--- src/rtl/factor_pkg.sv ---
// Shared types and constants for the factor search sequencer.
package factor_pkg;

  typedef enum logic [2:0] {
    IDLE  = 3'd0,
    LOAD  = 3'd1,
    MUL   = 3'd2,
    CHECK = 3'd3,
    DONE  = 3'd4
  } state_t;

  // Smallest candidate factor; 0 and 1 are trivial.
  localparam int A_FIRST = 2;

  // Latency of the shift-add multiplier: one multiplier bit per cycle.
  function automatic int mul_cycles(input int w);
    return w;
  endfunction

endpackage

--- src/rtl/shift_add_mul.sv ---
// Sequential shift-add multiplier: one bit of b per cycle, exact 2W-bit product.
module shift_add_mul
  import factor_pkg::*;
#(
  parameter int W = 4
) (
  input  logic           clk,
  input  logic           rst,
  input  logic           start,
  input  logic [W-1:0]   a,
  input  logic [W-1:0]   b,
  output logic [2*W-1:0] prod,
  output logic           valid
);

  localparam int STEPS = mul_cycles(W);
  localparam int CNT_W = $clog2(STEPS + 1);

  logic [2*W-1:0] acc_q, acc_d;
  logic [2*W-1:0] mcand_q, mcand_d;
  logic [W-1:0]   mplier_q, mplier_d;
  logic [CNT_W-1:0] cnt_q, cnt_d;

  // Load operands on start, then add-and-shift until the bit counter drains.
  always_comb begin
    acc_d    = acc_q;
    mcand_d  = mcand_q;
    mplier_d = mplier_q;
    cnt_d    = cnt_q;
    if (start) begin
      acc_d    = '0;
      mcand_d  = {{W{1'b0}}, a};
      mplier_d = b;
      cnt_d    = CNT_W'(STEPS);
    end else if (cnt_q != '0) begin
      if (mplier_q[0]) acc_d = acc_q + mcand_q;
      mcand_d  = mcand_q << 1;
      mplier_d = mplier_q >> 1;
      cnt_d    = cnt_q - 1'b1;
    end
  end

  // Multiplier state register; reset clears the datapath.
  always_ff @(posedge clk) begin
    if (rst) begin
      acc_q    <= '0;
      mcand_q  <= '0;
      mplier_q <= '0;
      cnt_q    <= '0;
    end else begin
      acc_q    <= acc_d;
      mcand_q  <= mcand_d;
      mplier_q <= mplier_d;
      cnt_q    <= cnt_d;
    end
  end

  // valid marks the last step; the finished product is on prod the cycle after.
  assign valid = (cnt_q == CNT_W'(1));
  assign prod  = acc_q;

endmodule

--- src/rtl/factor_search_ctrl.sv ---
// Walks candidate pairs (a, b), a < b, through one shared multiplier and
// reports the first pair whose product equals the latched target.
module factor_search_ctrl
  import factor_pkg::*;
#(
  parameter int W = 4
) (
  input  logic           clk,
  input  logic           rst,
  input  logic           start,
  input  logic [2*W-1:0] target,
  output logic           busy,
  output logic           done,
  output logic           found,
  output logic [W-1:0]   a_out,
  output logic [W-1:0]   b_out
);

  localparam logic [W-1:0] OP_MAX = {W{1'b1}};
  localparam logic [W-1:0] ONE    = W'(1);
  localparam logic [W-1:0] TWO    = W'(2);

  state_t state_q, state_d;
  logic [W-1:0]   a_q, a_d, b_q, b_d;
  logic [W-1:0]   aout_q, aout_d, bout_q, bout_d;
  logic [2*W-1:0] t_q, t_d;
  logic           found_q, found_d;

  logic           mul_start, mul_valid;
  logic [2*W-1:0] prod;

  shift_add_mul #(.W(W)) u_mul (
    .clk   (clk),
    .rst   (rst),
    .start (mul_start),
    .a     (a_q),
    .b     (b_q),
    .prod  (prod),
    .valid (mul_valid)
  );

  // Next-state, candidate stepping and result capture.
  always_comb begin
    state_d   = state_q;
    a_d       = a_q;
    b_d       = b_q;
    t_d       = t_q;
    found_d   = found_q;
    aout_d    = aout_q;
    bout_d    = bout_q;
    mul_start = 1'b0;
    case (state_q)
      IDLE: if (start) begin
        state_d = LOAD;
        t_d     = target;
        a_d     = W'(A_FIRST);
        b_d     = W'(A_FIRST + 1);
        found_d = 1'b0;
        aout_d  = '0;
        bout_d  = '0;
      end
      LOAD: begin
        mul_start = 1'b1;
        state_d   = MUL;
      end
      MUL: if (mul_valid) state_d = CHECK;
      CHECK: begin
        if (prod == t_q) begin
          found_d = 1'b1;
          aout_d  = a_q;
          bout_d  = b_q;
          state_d = DONE;
        end else if (prod > t_q && b_q == a_q + ONE) begin
          // Smallest product of this and every later row already too big.
          state_d = DONE;
        end else if (prod > t_q || b_q == OP_MAX) begin
          // Row exhausted or pruned; last row has no b > a left.
          if (a_q == OP_MAX - ONE) begin
            state_d = DONE;
          end else begin
            a_d     = a_q + ONE;
            b_d     = a_q + TWO;
            state_d = LOAD;
          end
        end else begin
          b_d     = b_q + ONE;
          state_d = LOAD;
        end
      end
      DONE:    state_d = IDLE;
      default: state_d = IDLE;
    endcase
  end

  // Controller state register with synchronous reset.
  always_ff @(posedge clk) begin
    if (rst) begin
      state_q <= IDLE;
      a_q     <= '0;
      b_q     <= '0;
      t_q     <= '0;
      found_q <= 1'b0;
      aout_q  <= '0;
      bout_q  <= '0;
    end else begin
      state_q <= state_d;
      a_q     <= a_d;
      b_q     <= b_d;
      t_q     <= t_d;
      found_q <= found_d;
      aout_q  <= aout_d;
      bout_q  <= bout_d;
    end
  end

  assign busy  = (state_q != IDLE);
  assign done  = (state_q == DONE);
  assign found = found_q;
  assign a_out = aout_q;
  assign b_out = bout_q;

endmodule

--- config.mk ---
export PLATFORM = sky130hd
export DESIGN_NAME = factor_search_ctrl
export DESIGN_NICKNAME = d
export VERILOG_FILES = /design/src/rtl/factor_pkg.sv /design/src/rtl/shift_add_mul.sv /design/src/rtl/factor_search_ctrl.sv
export SDC_FILE = /design/constraint.sdc
export NUM_CORES = 1
export LEC_CHECK = 0
export BUFFER_PORTS_ARGS = -buffer_cell sky130_fd_sc_hd__buf_2
export CORE_ASPECT_RATIO = 1.1
export CORE_MARGIN = 2
export CORE_UTILIZATION = 60
export CTS_CLUSTER_DIAMETER = 30
export DETAILED_ROUTE_END_ITERATION = 8
export HOLD_SLACK_MARGIN = 0.1
export PLACE_DENSITY = 0.89
export SETUP_SLACK_MARGIN = 0.1
export SLEW_MARGIN = 20
export SYNTH_ARGS = -nofsm -noshare
export SYNTH_HDL_FRONTEND = slang
export SYNTH_SLANG_ARGS = --single-unit
--- constraint.sdc ---
create_clock -name clk -period 4.9 [get_ports clk]
set_input_delay 0.49 -clock clk [delete_from_list [all_inputs] [get_ports clk]]
set_output_delay 0.49 -clock clk [all_outputs]
set_load 0.1 [all_outputs]
[After elaboration in Yosys (flattened, before gate mapping)]
Index checks and enable logic that the tools add are counted.
Word-level totals
  flip-flop bits (word level): 51
  bits in latches: 0
  bits in writable memories: 0
  memory bits (read-only): 0
  memories: 0
Operators by class
  $add $sub $neg: 5
  $mul: 0
  divide/modulo/power cells: 0
  magnitude comparators: 1
  equal/unequal tests: 17
  shift-type cells: 0
  mux-type cells: 34
  bitwise operators: 0
  reductions and logical operators: 14
Operators by type and width (count)
  two-way mux 4 bit: 17
  one-hot mux 4 bit (2 select lines): 4
  two-way mux 3 bit: 8
  inequality test 2 bit, second input constant: 7
  one-hot mux 3 bit (4 select lines): 1
  adder 4 x 1 -> 4 bit, second input constant: 2
  adder 8 bit: 1
  == test 4 bit, second input constant: 2
  == test 8 bit: 1
  > comparator 8 bit: 1
  == test 3 x 1 -> 1 bit, second input constant: 2
  == test 3 x 2 -> 1 bit, second input constant: 2
  AND reduction 2 bit: 3
  AND reduction 6 bit: 1
  nonzero test 3 bit: 2
  AND reduction 5 bit: 1
  adder 4 x 2 -> 4 bit, second input constant: 1
  == test 4 bit: 1
  nonzero test 2 bit: 2
  == test 3 bit, second input constant: 1
  zero test 3 bit: 1
  two-way mux 1 bit: 3
  inequality test 3 bit, second input constant: 1
  AND reduction 3 bit: 1
  other kinds (5): 5

[Logic depth before layout (Yosys ltp)]
Gate-level depths: netlist (run 1).
  depth in word-level cells: 6
  mapped depth: 9

[Cells and area by module]
From an unflattened synthesis (run 1), not the netlist that was laid out.
Second synthesis, totals
  cells, all modules: 346
  area total of the unflattened synthesis: 2897.8 sq um
By module, submodules not included
  factor_search_ctrl: instances 1, cells each 201, area an instance 1635.3 sq um
  shift_add_mul: instances 1, cells each 145, area an instance 1262.5 sq um

[Least setup slack after synthesis (run 1)]
No wires, ideal clock.
  kind: reg-to-output
  start point: register state_q[0]
  end point: output done
  data arrival time: 2.638 ns
  setup slack: 1.772 ns
  stages on the path, launching flop included: 3
  buffers on the path: 1
  cells stage by stage: dfxtp_1 buf_2 nor3b_1
Between the ends
  longest elaborated chain between the ends: 1
Ends and longest elaborated chain
  start: declaration: line factor_search_ctrl.sv:23  | state_t state_q, state_d;
  start signal: assignment: line factor_search_ctrl.sv:106  | state_q <= state_d;
  == test 3 bit: line factor_search_ctrl.sv:117  | assign done = (state_q == DONE);
  end: declaration: line factor_search_ctrl.sv:13  | output logic done,
Every way passes these cells.

[Final worst setup path (run 1)]
  start point: register t_q[5]
  end point: register b_q[0]
Between the ends
  longest elaborated chain between the ends: 6
  elaborated cells on any way between the ends: 12
  classes of those cells: 1 x order compare; 4 x eq/ne; 4 x mux; 3 x reduce/logical
Ends and longest elaborated chain
  start: declaration: line factor_search_ctrl.sv:26  | logic [2*W-1:0] t_q, t_d;
  start signal: assignment: line factor_search_ctrl.sv:109  | t_q <= t_d;
  > comparator 8 bit: line factor_search_ctrl.sv:73, factor_search_ctrl.sv:76
  logical OR 1 bit: line factor_search_ctrl.sv:76  | end else if (prod > t_q || b_q == OP_MAX) begin
  two-way mux 4 bit: line factor_search_ctrl.sv:76
  two-way mux 4 bit: line factor_search_ctrl.sv:73  | end else if (prod > t_q && b_q == a_q + ONE) begin
  two-way mux 4 bit: line factor_search_ctrl.sv:68  | if (prod == t_q) begin
  one-hot mux 4 bit (2 select lines): line factor_search_ctrl.sv:52  | case (state_q)
  end signal: assignment: line factor_search_ctrl.sv:100  | b_q <= '0;
  end signal: assignment: line factor_search_ctrl.sv:108  | b_q <= b_d;
  end: declaration: line factor_search_ctrl.sv:24  | logic [W-1:0] a_q, a_d, b_q, b_d;
Several ways; a longest one is shown, not always the timed one. The select of a mux whose other input is x is not followed.
A chain may end at the register's enable or synchronous reset.

==> results of run 1 <==
[layout make-up]
cell class / count / area [um2] / share of cell area (%)
tap: 56 / 70.1 / 2.24
timing repair buffer: 21 / 105 / 3.36
clock buffer: 6 / 82.6 / 2.64
clock inverter: 2 / 35.0 / 1.12
inverter: 20 / 75.1 / 2.40
sequential: 51 / 1020 / 32.6
multi-input combinational: 266 / 1740 / 55.6
[stage by stage]
step                total power (uW)  instances
floorplan                        777        355
global placement                 827        414
detailed placement               844        414
CTS                             1150        422
global route                    1210        422
finish                          1150        422
[where the power goes]
group          switching, uW  total [uW]  internal, uW
Sequential              37.0         488           451
Clock                    138         303           165
Combinational            239         354           115
Total                    414        1150           732
[worst max-delay path, stage by stage (launching register included)]
cell	delay, ps
dfxtp_1	340
inv_1	50
ha_1	300
nand4_2	180
nor2_4	290
nor2_2	100
nor3_2	310
mux2_2	380
a211oi_1	240
[layer usage]
| metal | vias up | part of all wire [%] | global-route usage, % |
|---|---|---|---|
| li1 | 1269 | - | - |
| met1 | 1211 | 43 | 29.9 |
| met2 | 78 | 51 | 43.9 |
| met3 | 14 | 4.9 | 3.68 |
| met4 | 0 | 1.9 | 9.62 |
| met5 | - | 0 | 0 |
[flip-flops by register name, indices dropped and copies added, names as in the netlist]
name and cells:
b_out 4, u_mul.mcand_q 8, u_mul.prod 8, t_q 8, u_mul.mplier_q 4, u_mul.cnt_q 3
found 1, b_q 4, a_q 4, state_q 3, a_out 4
[cell families (layout without fill, tap and decap cells)]
family          Yosys count  in the layout  synth area share [%]
compound gates           78             78                  18.7
flops                    51             51                  35.0
fa+ha+maj                23             23                  10.1
simple gates            148            148                  24.4
mux                       5              5                  1.76
xor+xnor                 12             12                  4.67
buf+inv                  38             49                  5.40
[synth_stat cells (all sizes together) (3+ instances only)]
cell / number
nor2: 22
buf: 8
nor3: 12
a311oi: 9
nor2b: 5
o2111ai: 3
nand2: 64
dfxtp: 51
nand3: 27
a21oi: 37
a211oi: 7
or2: 3
inv: 19
and2: 3
xnor2: 5
clkbuf: 10
mux2i: 4
ha: 22
o21ai: 3
o211ai: 3
xor2: 6
nand4: 4
a21o: 3
[final timing paths]
check / start / cells past startpoint / end
worst max-delay path: t_q[5]$_SDFFE_PP0P_ / 8 / b_q[0]$_SDFFE_PP0P_
worst min-delay path: target[0] / 3 / t_q[0]$_SDFFE_PP0P_
worst max register to register: t_q[5]$_SDFFE_PP0P_ / 8 / b_q[0]$_SDFFE_PP0P_
worst min register to register: found$_SDFFE_PP0P_ / 2 / found$_SDFFE_PP0P_
==> metrics.csv, run 1 <==
metric;value;unit
Synth area leaders;dfxtp_1, ha_1, nand2_1;
die height;77.2;um
Final Max Tran Viols;0;
starting density of the core;62.8;%
WP data arrival;2520;ps
IO buf count;21;
Max-Cap Viols;0;
Clk pin slew, worst setup/hold paths;90;ps
post-synth cell types;62;
Cell Area, Placed;0.00301;mm2
vias in the first global route;2531;
detailed-router iteration count before antenna repair;4;
dominant cell type by area after synthesis;dfxtp_1;
core area;0.00465;mm2
setup slack after layout;2610;ps
sequential area share after synthesis;35.0;%
final period demand of the worst path;2290;ps
DR WL/cell;15.0;um
ANT nets after route;0;
PwrDens;366;mW/mm2
# nets final;399;
die area;0.00544;mm2
ys flop type;dfxtp_1;
vias per inst;6.09;
hold crit path type;input port to flip-flop;
Placer Congestion;0.917;
initial antenna violation count;0;
EDFF count, synth;0;
Critical Path Sink Type;flip-flop;
Critical Path RT;5120;ps
Slew Limit Headroom;32.8;%
Worst R2R Setup Slack;2610;ps
Hold WS;404;ps
final-layout fill cell count;377;
CP Max Fanout;8;
global route overflow;0;
buffer depth of the longest clock path;2;
Pleak;0.00119;uW
synthesized net count;389;
htree depth;2;
highest ir drop seen on vdd;0.230;mV
Crit Path Category;flip-flop to flip-flop;
Core Util, Final;67.3;%
Detailed Route Iter0 Violations;148;
CTS tree;done;
postcts setup bufs;0;
Hold Buf Count CTS;0;
Placement Rows;26;
Diodes inserted;0;
total CTS buffers;5;
Syn Area/Cell;8.23;um2
most frequent cells in the layout;nand2_1, dfxtp_1, a21oi_1;
measured slew at the worst slew-check pin;1010;ps
Startpoint Class;flip-flop;
first-pass GRT wire length;11.0;mm
I/O pins;22;
Yosys top cell area share;35.0;%
Worst Skew;5.86;ps
# DRC;0;
Resize count post-CTS;0;
Yosys reg bits;51;
most common cell after layout, fill and taps aside;nand2_1;
pin count of the biggest net entering global routing;36;
unrepaired setup endpoints after global routing;no;
# setup viols final;0;
Skew-Pair Late Insertion Delay;310;ps
chip width;70.5;um
Fin. Hold Viols;0;
DP Worst Slack;2510;ps
max frequency;436;MHz
clock root cell;clkbuf_8;
share of cells above drive strength 1;12.3;%
Design Area, Final;0.00313;mm2
routed vias;2572;
post-route clock period utilization;46.8;%
total clock sinks;51;
final setup TNS;0;ps
run status;complete, no violations;
yosys warns;0;
Syn-to-layout area delta;7.20;%
synthesized instance count;355;
Post-DP HPWL;4.65;mm
post-synthesis instance area;0.00292;mm2
All-Layer GR Usage;24.8;%
Routed WL;6.35;mm
Async SR Flop Fraction;0;%
No activity file was read; power rests on OpenSTA's default activity.
==> run 2: changes to the inputs <==
CORE_UTILIZATION = 54   (was 60)
PLACE_DENSITY = 0.85   (was 0.89)
clock period = 1.9 ns   (was 4.9 ns; I/O delays follow)
==> metrics.csv, run 2 (synthesis results as in run 1) <==
metric;value;unit
Final Max Tran Viols;0;
Clock Power Share;20.0;%
Critical Path Sink Type;flip-flop;
Pleak;0.00160;uW
Placed Cells;472;
WP data arrival;2330;ps
most common cell after layout, fill and taps aside;nand2_1;
run status;finished, violations left;
slowest stage delay, CP;420;ps
routed vias;3129;
unrepaired setup endpoints after global routing;yes;
CTS tree;done;
first-pass GRT wire length;13.9;mm
PwrDens;863;mW/mm2
post-route clock period utilization;114;%
DP Worst Slack;-193;ps
final-layout fill cell count;308;
vias in the first global route;2952;
# nets final;454;
All-Layer GR Usage;30.3;%
vias per inst;6.31;
Design Area, Final;0.00405;mm2
chip width;74.1;um
Flop pwr share;35.8;%
share of cells above drive strength 1;40.9;%
Skew-Pair Late Insertion Delay;320;ps
buffer depth of the longest clock path;2;
total clock sinks;51;
total CTS buffers;5;
global route overflow;0;
internal power;2110;uW
DR WL/cell;20.8;um
hold crit path type;input port to flip-flop;
Critical Path RT;2070;ps
NetSw;1380;uW
Crit Path Category;flip-flop to flip-flop;
setup slack after layout;-257;ps
final period demand of the worst path;2160;ps
pin count of the biggest net entering global routing;35;
Detailed Route Iter0 Violations;390;
Placer Congestion;0.947;
Clk pin slew, worst setup/hold paths;110;ps
crit path cell chain;inv_2 -> ha_4 -> nor2b_4 -> o211ai_4 -> a21o_4 -> a311o_1 -> nor4b_4 -> a2111oi_2;
core area;0.00529;mm2
IO buf count;21;
max frequency;464;MHz
Slew Limit Headroom;67.2;%
Worst Skew;16.3;ps
Max-Cap Viols;0;
clock root cell;clkbuf_8;
logic gate share of total power;44.1;%
initial antenna violation count;0;
# DRC;0;
die height;81.1;um
failing checks;setup timing;
most frequent cells in the layout;nand2_1, buf_4, dfxtp_1;
Final Power;3490;uW
switching share of power;39.6;%
htree depth;2;
detailed-router iteration count before antenna repair;8;
Fin. Hold Viols;0;
Cell Count, Final, Fillers Out;496;
Syn-to-layout area delta;38.7;%
CP Max Fanout;7;
measured slew at the worst slew-check pin;496;ps
I/O pins;22;
ANT nets after route;0;
highest ir drop seen on vdd;0.791;mV
die area;0.00601;mm2
Diodes inserted;0;
# setup viols final;12;
final setup TNS;-1890;ps
Routed WL;10.3;mm
cell at the slowest stage of the critical path;a311o_1;
Post-DP HPWL;5.48;mm
Placement Rows;28;
Cell Area, Placed;0.00347;mm2
Startpoint Class;flip-flop;
starting density of the core;55.2;%
## run 2: layout make-up
cell class / instances / area, um2 / area share (%)
Tap cell: 75 / 93.8 / 2.32
Timing Repair Buffer: 76 / 564 / 13.9
Clock inverter: 2 / 16.3 / 0.402
Multi-Input combinational cell: 266 / 2180 / 53.8
Sequential cell: 51 / 1040 / 25.7
Clock buffer: 6 / 82.6 / 2.04
Inverter: 20 / 75.1 / 1.85
## run 2: stage by stage
stage                     utilization [%]  hold slack [ps]
after floorplan                         -              318
after global placement               65.6              425
after detailed placement             65.6              431
after CTS                            72.2              101
after global routing                 76.6              123
final                                76.6              108
## run 2: path summary, 6_finish.rpt
kind                              start               endpoint  slack [ps]  depth (start not counted)
setup / recovery    t_q[1]$_SDFFE_PP0P_    a_q[1]$_SDFFE_PP0P_        -260                          8
hold / removal                target[7]    t_q[7]$_SDFFE_PP0P_         110                          3
setup reg to reg    t_q[1]$_SDFFE_PP0P_    a_q[1]$_SDFFE_PP0P_        -260                          8
hold reg to reg   a_out[0]$_SDFFE_PP0P_  a_out[0]$_SDFFE_PP0P_         480                          2
## run 2: critical path, delay by kind of cell (launching register included)
family,cells,cell delay (ps)
buf+inv,1,50
simple gates,2,450
fa+ha+maj,1,260
compound gates,4,880
flops,1,360
## run 2: repair_timing
action / in CTS / in global routing
gates cloned: 0 / 0
endpoints found under the setup margin: 14 / 21
hold endpoints to repair: 4 / 0
hold buffers: 4 / 0
setup buffers: 7 / 5
pin swaps: 19 / 28
gates resized for setup: 36 / 45
## run 2: metal layers
layer | part of all wire, % | global-route usage [%] | wire [um] | vias up
met2 | 49 | 52.7 | 5030 | 237
met1 | 36 | 34.2 | 3740 | 1434
met4 | 7.5 | 18.5 | 770 | 0
li1 | - | - | - | 1378
met5 | 0 | 0 | 0 | -
met3 | 7.4 | 4.96 | 766 | 80
## run 2: power by group through the flow
stage	logic (uW)	clock network (uW)	registers (uW)
2_1_floorplan	818	0	1250
3_3_place_gp	1120	0	1250
3_5_place_dp	1170	0	1260
4_1_cts	1300	687	1240
5_1_grt	1630	742	1260
6_report	1540	699	1250
